[src/rtl/eth_tx_arbiter.sv]
// Purpose : round-robin arbiter sharing one MAC TX path between NUM_PORTS frame sources.
// Latency : grant is registered 1 cycle after IDLE sees req with tx_ready; tx_* are registered copies (1 cycle).
// Backpr. : no grant while tx_ready=0; after a frame, waits for the MAC to go busy and return ready.
//
// Ports:
//   clk, reset            MAC TX clock, asynchronous active-high reset
//   req / grant           per-port request, one-hot registered grant
//   in_start/in_data_valid/in_last/in_data   per-port frame beats (port p byte at [8p+7:8p])
//   tx_ready              MAC flow control (low while the MAC is sending preamble/data/pad/CRC/IFG)
//   tx_start/tx_data_valid/tx_data          forwarded beats to the MAC
//   busy                  high whenever the arbiter is not IDLE
//   timeout_err           sticky watchdog flag
//
// Optional macro ETH_TX_ARB_WATCHDOG_EN: adds a 12-bit watchdog that ends a granted frame after
// TIMEOUT cycles and sets timeout_err. Without it GRANTED waits indefinitely and timeout_err is 0.

module eth_tx_arbiter #(
  parameter int NUM_PORTS = 4,
  parameter int TIMEOUT   = 4095
) (
  input  logic                   clk,
  input  logic                   reset,
  input  logic [NUM_PORTS-1:0]   req,
  output logic [NUM_PORTS-1:0]   grant,
  input  logic [NUM_PORTS-1:0]   in_start,
  input  logic [NUM_PORTS-1:0]   in_data_valid,
  input  logic [NUM_PORTS-1:0]   in_last,
  input  logic [8*NUM_PORTS-1:0] in_data,
  input  logic                   tx_ready,
  output logic                   tx_start,
  output logic                   tx_data_valid,
  output logic [7:0]             tx_data,
  output logic                   busy,
  output logic                   timeout_err
);

  localparam int PW = (NUM_PORTS > 1) ? $clog2(NUM_PORTS) : 1;
  localparam logic [NUM_PORTS-1:0] GRANT_ONE = {{(NUM_PORTS-1){1'b0}}, 1'b1};

  typedef enum logic [1:0] {
    IDLE    = 2'd0,
    GRANTED = 2'd1,
    DRAIN   = 2'd2
  } state_t;

  state_t        state;
  logic [PW-1:0] last_grant;   // also the currently granted port while in GRANTED
  logic          started;      // a start has been forwarded for the current grant
  logic          seen_busy;    // MAC dropped tx_ready after that start

  // Per-port byte lanes
  logic [7:0] port_data [NUM_PORTS];
  for (genvar p = 0; p < NUM_PORTS; p++) begin : g_unpack
    assign port_data[p] = in_data[8*p +: 8];
  end

  // Round-robin pick: first requester searching upward from last_grant+1
  logic [PW-1:0] pick;
  logic [PW-1:0] cand;
  logic          pick_vld;

  always_comb begin
    pick     = last_grant;
    pick_vld = 1'b0;
    cand     = '0;
    for (int i = 1; i <= NUM_PORTS; i++) begin
      cand = PW'((int'(last_grant) + i) % NUM_PORTS);
      if (!pick_vld && req[cand]) begin
        pick_vld = 1'b1;
        pick     = cand;
      end
    end
  end

  // Granted-port view and frame events
  logic cur_req, cur_start, cur_dv, cur_last;
  logic cancel, beat_fwd, frame_end;

  always_comb begin
    cur_req   = req[last_grant];
    cur_start = in_start[last_grant];
    cur_dv    = in_data_valid[last_grant];
    cur_last  = in_last[last_grant];
    // A request withdrawn before any start abandons the grant.
    cancel    = !cur_req && !started;
    // Data before the first start, or alongside a start, is dropped.
    beat_fwd  = !cancel && cur_dv && started && !cur_start;
    // in_last wins over a simultaneous req drop because started is already set.
    frame_end = beat_fwd && cur_last;
  end

  assign busy = (state != IDLE);

`ifdef ETH_TX_ARB_WATCHDOG_EN
  localparam logic [11:0] WD_LIMIT = 12'(TIMEOUT - 1);
  logic [11:0] wd_cnt;
`else
  logic [11:0] unused_timeout;
  assign unused_timeout = 12'(TIMEOUT);
  assign timeout_err    = 1'b0;
`endif

  always_ff @(posedge clk or posedge reset) begin
    if (reset) begin
      state         <= IDLE;
      grant         <= '0;
      last_grant    <= PW'(NUM_PORTS - 1);
      started       <= 1'b0;
      seen_busy     <= 1'b0;
      tx_start      <= 1'b0;
      tx_data_valid <= 1'b0;
      tx_data       <= '0;
`ifdef ETH_TX_ARB_WATCHDOG_EN
      wd_cnt        <= '0;
      timeout_err   <= 1'b0;
`endif
    end else begin
      tx_start      <= 1'b0;
      tx_data_valid <= 1'b0;

      // Any ready-low cycle after the forwarded start counts, even while still GRANTED.
      if (started && !tx_ready) begin
        seen_busy <= 1'b1;
      end

      case (state)
        IDLE: begin
          if (tx_ready && pick_vld) begin
            grant      <= GRANT_ONE << pick;
            last_grant <= pick;
            started    <= 1'b0;
            seen_busy  <= 1'b0;
            state      <= GRANTED;
`ifdef ETH_TX_ARB_WATCHDOG_EN
            wd_cnt     <= '0;
`endif
          end
        end

        GRANTED: begin
          if (cancel) begin
            grant <= '0;
            state <= IDLE;
          end else begin
            if (cur_start) begin
              tx_start <= 1'b1;
              started  <= 1'b1;
            end
            if (beat_fwd) begin
              tx_data_valid <= 1'b1;
              tx_data       <= port_data[last_grant];
            end
            if (frame_end) begin
              grant <= '0;
              state <= DRAIN;
            end
`ifdef ETH_TX_ARB_WATCHDOG_EN
            else if (wd_cnt == WD_LIMIT) begin
              grant       <= '0;
              timeout_err <= 1'b1;
              state       <= (started || cur_start) ? DRAIN : IDLE;
            end else begin
              wd_cnt <= wd_cnt + 12'd1;
            end
`endif
          end
        end

        DRAIN: begin
          if (seen_busy && tx_ready) begin
            state <= IDLE;
          end
        end

        default: begin
          grant <= '0;
          state <= IDLE;
        end
      endcase
    end
  end

endmodule

[config.mk]
export PLATFORM = sky130hd
export DESIGN_NAME = eth_tx_arbiter
export DESIGN_NICKNAME = d
export VERILOG_FILES = /design/src/rtl/eth_tx_arbiter.sv
export SDC_FILE = /design/constraint.sdc
export NUM_CORES = 1
export LEC_CHECK = 0
export BUFFER_PORTS_ARGS = -buffer_cell sky130_fd_sc_hd__buf_2
export CAP_MARGIN = 25
export CORE_MARGIN = 5
export CORE_UTILIZATION = 39
export CTS_CLUSTER_SIZE = 16
export DETAILED_ROUTE_END_ITERATION = 8
export PLACE_DENSITY = 0.75
export SLEW_MARGIN = 5
export SYNTH_ARGS = -nofsm -noshare
export SYNTH_HDL_FRONTEND = slang
export SYNTH_SLANG_ARGS = --single-unit
[constraint.sdc]
create_clock -name clk -period 1.8 [get_ports clk]
set_input_delay 0.27 -clock clk [delete_from_list [all_inputs] [get_ports clk]]
set_output_delay 0.27 -clock clk [all_outputs]
set_load 0.005 [all_outputs]
# Word-level counts from Yosys, hierarchy flattened
# Cells that the tools add are included.
# op_classes
add_sub_neg	4
magnitude_cmp	6
eq_ne	7
shift	1
n_mux	49
bitwise	3
reduce_logical	27
# ops
operator	count
2-to-1 mux 1 bit	24
binary-select mux 1 bit (select 2 bit)	8
binary-select mux 8 bit (select 2 bit)	1
2-to-1 mux 2 bit	8
2-to-1 mux 8 bit	2
< comparator 2 x 3 -> 1 bit (second input constant)	5
2-to-1 mux 4 bit	3
case mux 4 bit (3 select lines)	1
logical AND 1 bit	11
AND reduction 3 bit	3
zero test 1 bit	8
inequality test 2 bit (second input constant)	4
case mux 2 bit (3 select lines)	1
adder 2 x 1 -> 2 bit (second input constant)	2
adder 2 bit (second input constant)	2
AND reduction 4 bit	1
nonzero test 2 bit	2
left shift 1 x 2 -> 4 bit (first input constant)	1
greater-or-equal comparator 3 bit (second input constant)	1
inequality test 3 bit (second input constant)	1
NOT 2 -> 3 bit	1
equality test 2 x 1 -> 1 bit (second input constant)	1
equality test 2 bit (second input constant)	1
zero test 2 bit	1
3 further kinds	4
# word_totals
reg_bits	20
in_bits	51
out_inout_bits	16
wordCells	105

# Longest topological paths before layout
# logic_depth
word_depth	16
mapped_depth	6
ltp_nobuf	5

# Least setup slack after synthesis
# OpenSTA, ideal clock, no wires.
# synth_timing
path_type	reg-to-reg
startpoint	register last_grant[0]
endpoint	register tx_data[0]
setup_time_ns	0.125
arrival_ns	1.838
required_time_ns	1.675
setup_slack_ns	-0.162
stages_incl_launch_ff	6
path_buffers	2
synth_period_minus_slack_ns	1.962
cell_sequence	dfstp_2 > buf_6 > mux4_2 > nor3b_2 > buf_6 > mux2_2
# synth_between
elab_chain_cells	9
elab_cells_between_ends	19
cone_classes	mux (9); bitwise (2); reduce/logical (8)
# synth_rtl
element	line	source
from (decl)	47	logic [PW-1:0] last_grant;
from (signal assigned)	107	last_grant <= PW'(NUM_PORTS - 1);
from (signal assigned)	130	last_grant <= pick;
binary-select mux 1 bit (select 2 bit)	80	cur_req = req[last_grant];
2-to-1 mux 1 bit (implied by the code)	80	
zero test 1 bit	85	cancel = !cur_req && !started;
logical AND 1 bit	85	
zero test 1 bit	87	beat_fwd = !cancel && cur_dv && started && !cur_start;
logical AND 1 bit (3 in series)	87	
AND reduction 3 bit (no source line)	-	
to (signal assigned)	151	tx_data <= port_data[last_grant];
to (decl)	32	output logic [7:0] tx_data,
# Parallel ways exist; a longest one is shown, timed or not. The select of a mux whose other input is x is not followed.
# A chain may end at the register's enable or synchronous reset.

# Final worst setup path
# layout_timing
startpoint	register last_grant[0]
endpoint	register tx_data[1]
# Same word-level chain as after synthesis.

==> reports/metrics.yaml <==
yosys:
  synth.distinct_cells: 32
  synth_xor_area_share_pct: 0
  ys_ff_latch: 20
  avgSynthCellArea_um2: 12.5
  synth_top_flop_cell: "dfrtp_1"
  synth-edff-count: 0
  ys_warn_count: 0
  ys_seq_area_share_pct: 41.9
  synth_fa_ha_area_share_pct: 0
  synthSimpleGateAreaFrac_pct: 10.9
  synth_nets: 147
  synth_cells: 96
  synthArstFlopShare_pct: 100
  synth_compound_area_share_pct: 11.7
  syn_area_um2: 1200
  synth_top_family_by_area: "multiplexers"
  synthMuxAreaShare_pct: 30.6
floorplanning:
  die_w_um: 65.5
  io_pins: 67
  core-area_um2: 3000
  rows: 20
  die_y_um: 65.5
  initial_core_util_pct: 40.0
  fp.dieArea_um2: 4290
cells_and_area:
  area_growth_pct: 39.9
  fin_cells: 199
  n_antenna_cell: 0
  final_layout_size_suffix_gt1_share_pct: 61.4
  fin_nets: 218
  nFillCells: 255
  final_core_util_pct: 55.9
worst_setup_path:
  cpPeakStageDelay_ns: 0.56
  critical_path_class: "register to register"
  crit_path_end_kind: "register"
  crit_slowest_cell: "dfstp_2"
  arrival_ns: 2.10
  crit_chain: "mux4_2 -> nor3b_2 -> buf_6 -> mux2_4"
  start_kind: "register"
  worstPathRequired_ns: 2.00
  cpLargestDelayFamily: "multiplexers"
  path_max_fanout: 9
  worst-path-buf-inv: 1
detailed_routing:
  wl_per_cell_um: 15.8
  routed_wl_um: 3140
  vias: 1073
  drcViolationCount: 0
  viasPerCell: 5.39
  drt_iter0_markers: 56
  drt_pass1_iterations: 4
  final_antenna_net_count: 0
clock_tree:
  cts-root-buf: "clkbuf_4"
  clk_path_buf_depth: 2
  postCtsSetupBuffers: 0
  cts.clk_slew.worst_paths_ns: 0.12
  cts_sinks: 20
  cts_tree: "built"
  htree_levels: 1
  cts_inserted_buffers: 3
  cts-hold-fix-buffers: 0
  insertion_delay_ns: 0.30
power_and_ir_drop:
  power_frac_clock_pct: 14.1
  intPower_mw: 1.71
  p_seq_share_pct: 31.9
  power_density_nw_per_um2: 1540
  power.switching_mw: 0.883
  p_sw_share_pct: 34.0
  peakVddDrop_uv: 875
  leakagePower_nw: 0.833
  pwr-share-comb_pct: 54.0
  power_mw: 2.59
timing:
  fmax_mhz: 528
  fin_crit_sh_pct: 105
  layout_min_cycle_time_ns: 1.89
  setup_slack_ns: -0.0942
  setup_violations: 11
  slew_headroom_pct: 50.5
  drv_slew: 0
  worst_slew_pin_slew_ns: 0.741
  skew_ns: 0.00694
  timing_hold_violations_final: 0
  rsz0062_at_grt: "yes"
  timing.hold.ws_ns: 0.0690
place:
  post-place-ws_ns: -0.101
  placed_cells: 195
  numPortBuffers: 65
  gp_congestion: 0.803
  dp_hpwl_um: 2610
hold_path:
  hold_path.class: "input port to asynchronous set/reset pin"
global_routing:
  track_usage_pct: 15.2
  gr-total-overflow: 0
  grt_pass1_wl_um: 5060
  grt_pass1_vias: 1148
  antenna_found_initial: 0
  grt_max_degree: 21
status:
  violations: "setup timing"
  status: "finished, violations left"
run:
  maxCapViolCount: 0
[flip-flops by register name, indices dropped and copies added (netlist names)]
signal and flops:
started 1, grant 4, last_grant 2, state 2, tx_start 1, tx_data 8
seen_busy 1, tx_data_valid 1
[cell usage after synthesis, drive strengths merged (2+ instances only)]
library cell,number,area [um2]
dfrtp,18,450
mux4,10,225
mux2,9,101
a21oi,5,25.0
buf,5,40.0
o21ai,5,25.0
mux2i,4,40.0
nor2,4,15.0
o2bb2ai,4,35.0
inv,3,11.3
nand2,3,11.3
nand2b,3,18.8
nor2b,3,18.8
and2,2,12.5
dfstp,2,52.6
nor3,2,10.0
nor4,2,18.8
o21a,2,15.0
[placed cells by master (no fill, tap or decap), types with 2 or more instances in the layout]
master,Yosys,routed
dfstp_2,2,2
nor3_1,2,2
buf_2,2,65
and2_1,2,2
mux2_4,0,8
mux2i_1,4,4
o2bb2ai_1,4,4
nand2b_1,3,3
dfrtp_1,18,18
nand2_1,3,3
o21ai_0,4,4
inv_1,3,3
buf_4,1,6
nor2b_1,3,3
nor2_1,4,4
o21a_1,2,2
mux4_2,10,10
clkbuf_4,0,3
a21oi_1,5,5
[stage by stage]
step,TNS [ns],area [um2]
after floorplan,-1.27,1230
after global placement,-0.757,1610
after detailed placement,-1.06,1610
after CTS,-1.04,1660
after global routing,-1.52,1680
final,-0.724,1680
[cells by family (layout without fill, tap and decap cells)]
family / Yosys count / after routing
compound gates: 21 / 21
buf+inv: 9 / 79
flops: 20 / 20
mux: 23 / 23
other cells: 1 / 1
simple gates: 22 / 22
[worst register-to-register path, cell delays in order, from the launching register on]
cell and delay [ns]:
dfstp_2 0.56, mux4_2 0.55, nor3b_2 0.20, buf_6 0.18, mux2_4 0.31
[power by group through the flow]
| stage | Combinational (mW) | Clock (mW) | Sequential, mW |
|---|---|---|---|
| global route | 1.53 | 0.386 | 0.856 |
| global placement | 1.33 | 0 | 0.818 |
| CTS | 1.38 | 0.373 | 0.817 |
| finish | 1.40 | 0.366 | 0.826 |
| floorplan | 0.970 | 0 | 0.792 |
| detailed placement | 1.37 | 0 | 0.822 |
[final cells by class]
cell class	instances	area, um2	share of cell area (%)
multi-input combinational	67	689	41.1
sequential	20	503	30.0
timing repair buffer	72	382	22.7
tap	33	41.3	2.46
clock inverter	1	30.0	1.79
clock buffer	3	22.5	1.34
inverter	3	11.3	0.671
[metal layers]
| metal | up-vias | GRT usage, % | share of wire, % |
|---|---|---|---|
| met2 | 53 | 28.2 | 51 |
| met1 | 515 | 17.0 | 39 |
| met3 | 2 | 4.96 | 9.3 |
| met4 | 0 | 2.33 | 0.32 |
| met5 | - | 0 | 0 |
| li1 | 503 | - | - |
[what timing repair did]
item,CTS,global route
setup endpoints to repair,12,14
pin swaps,0,0
resized for setup,1,3
[path summary, 6_finish.rpt]
check / end / from / slack [ns] / cells after the start
max in group asynchronous: seen_busy / reset / 1.26 / 2
min: tx_data[2] / reset / 0.07 / 2
min in group clk: state[1] / tx_ready / 0.33 / 3
min reg2reg: seen_busy / seen_busy / 0.51 / 2
max: tx_data[1] / last_grant[0] / -0.09 / 4
max reg2reg: tx_data[1] / last_grant[0] / -0.09 / 4
No activity file was read; power rests on OpenSTA's default activity.
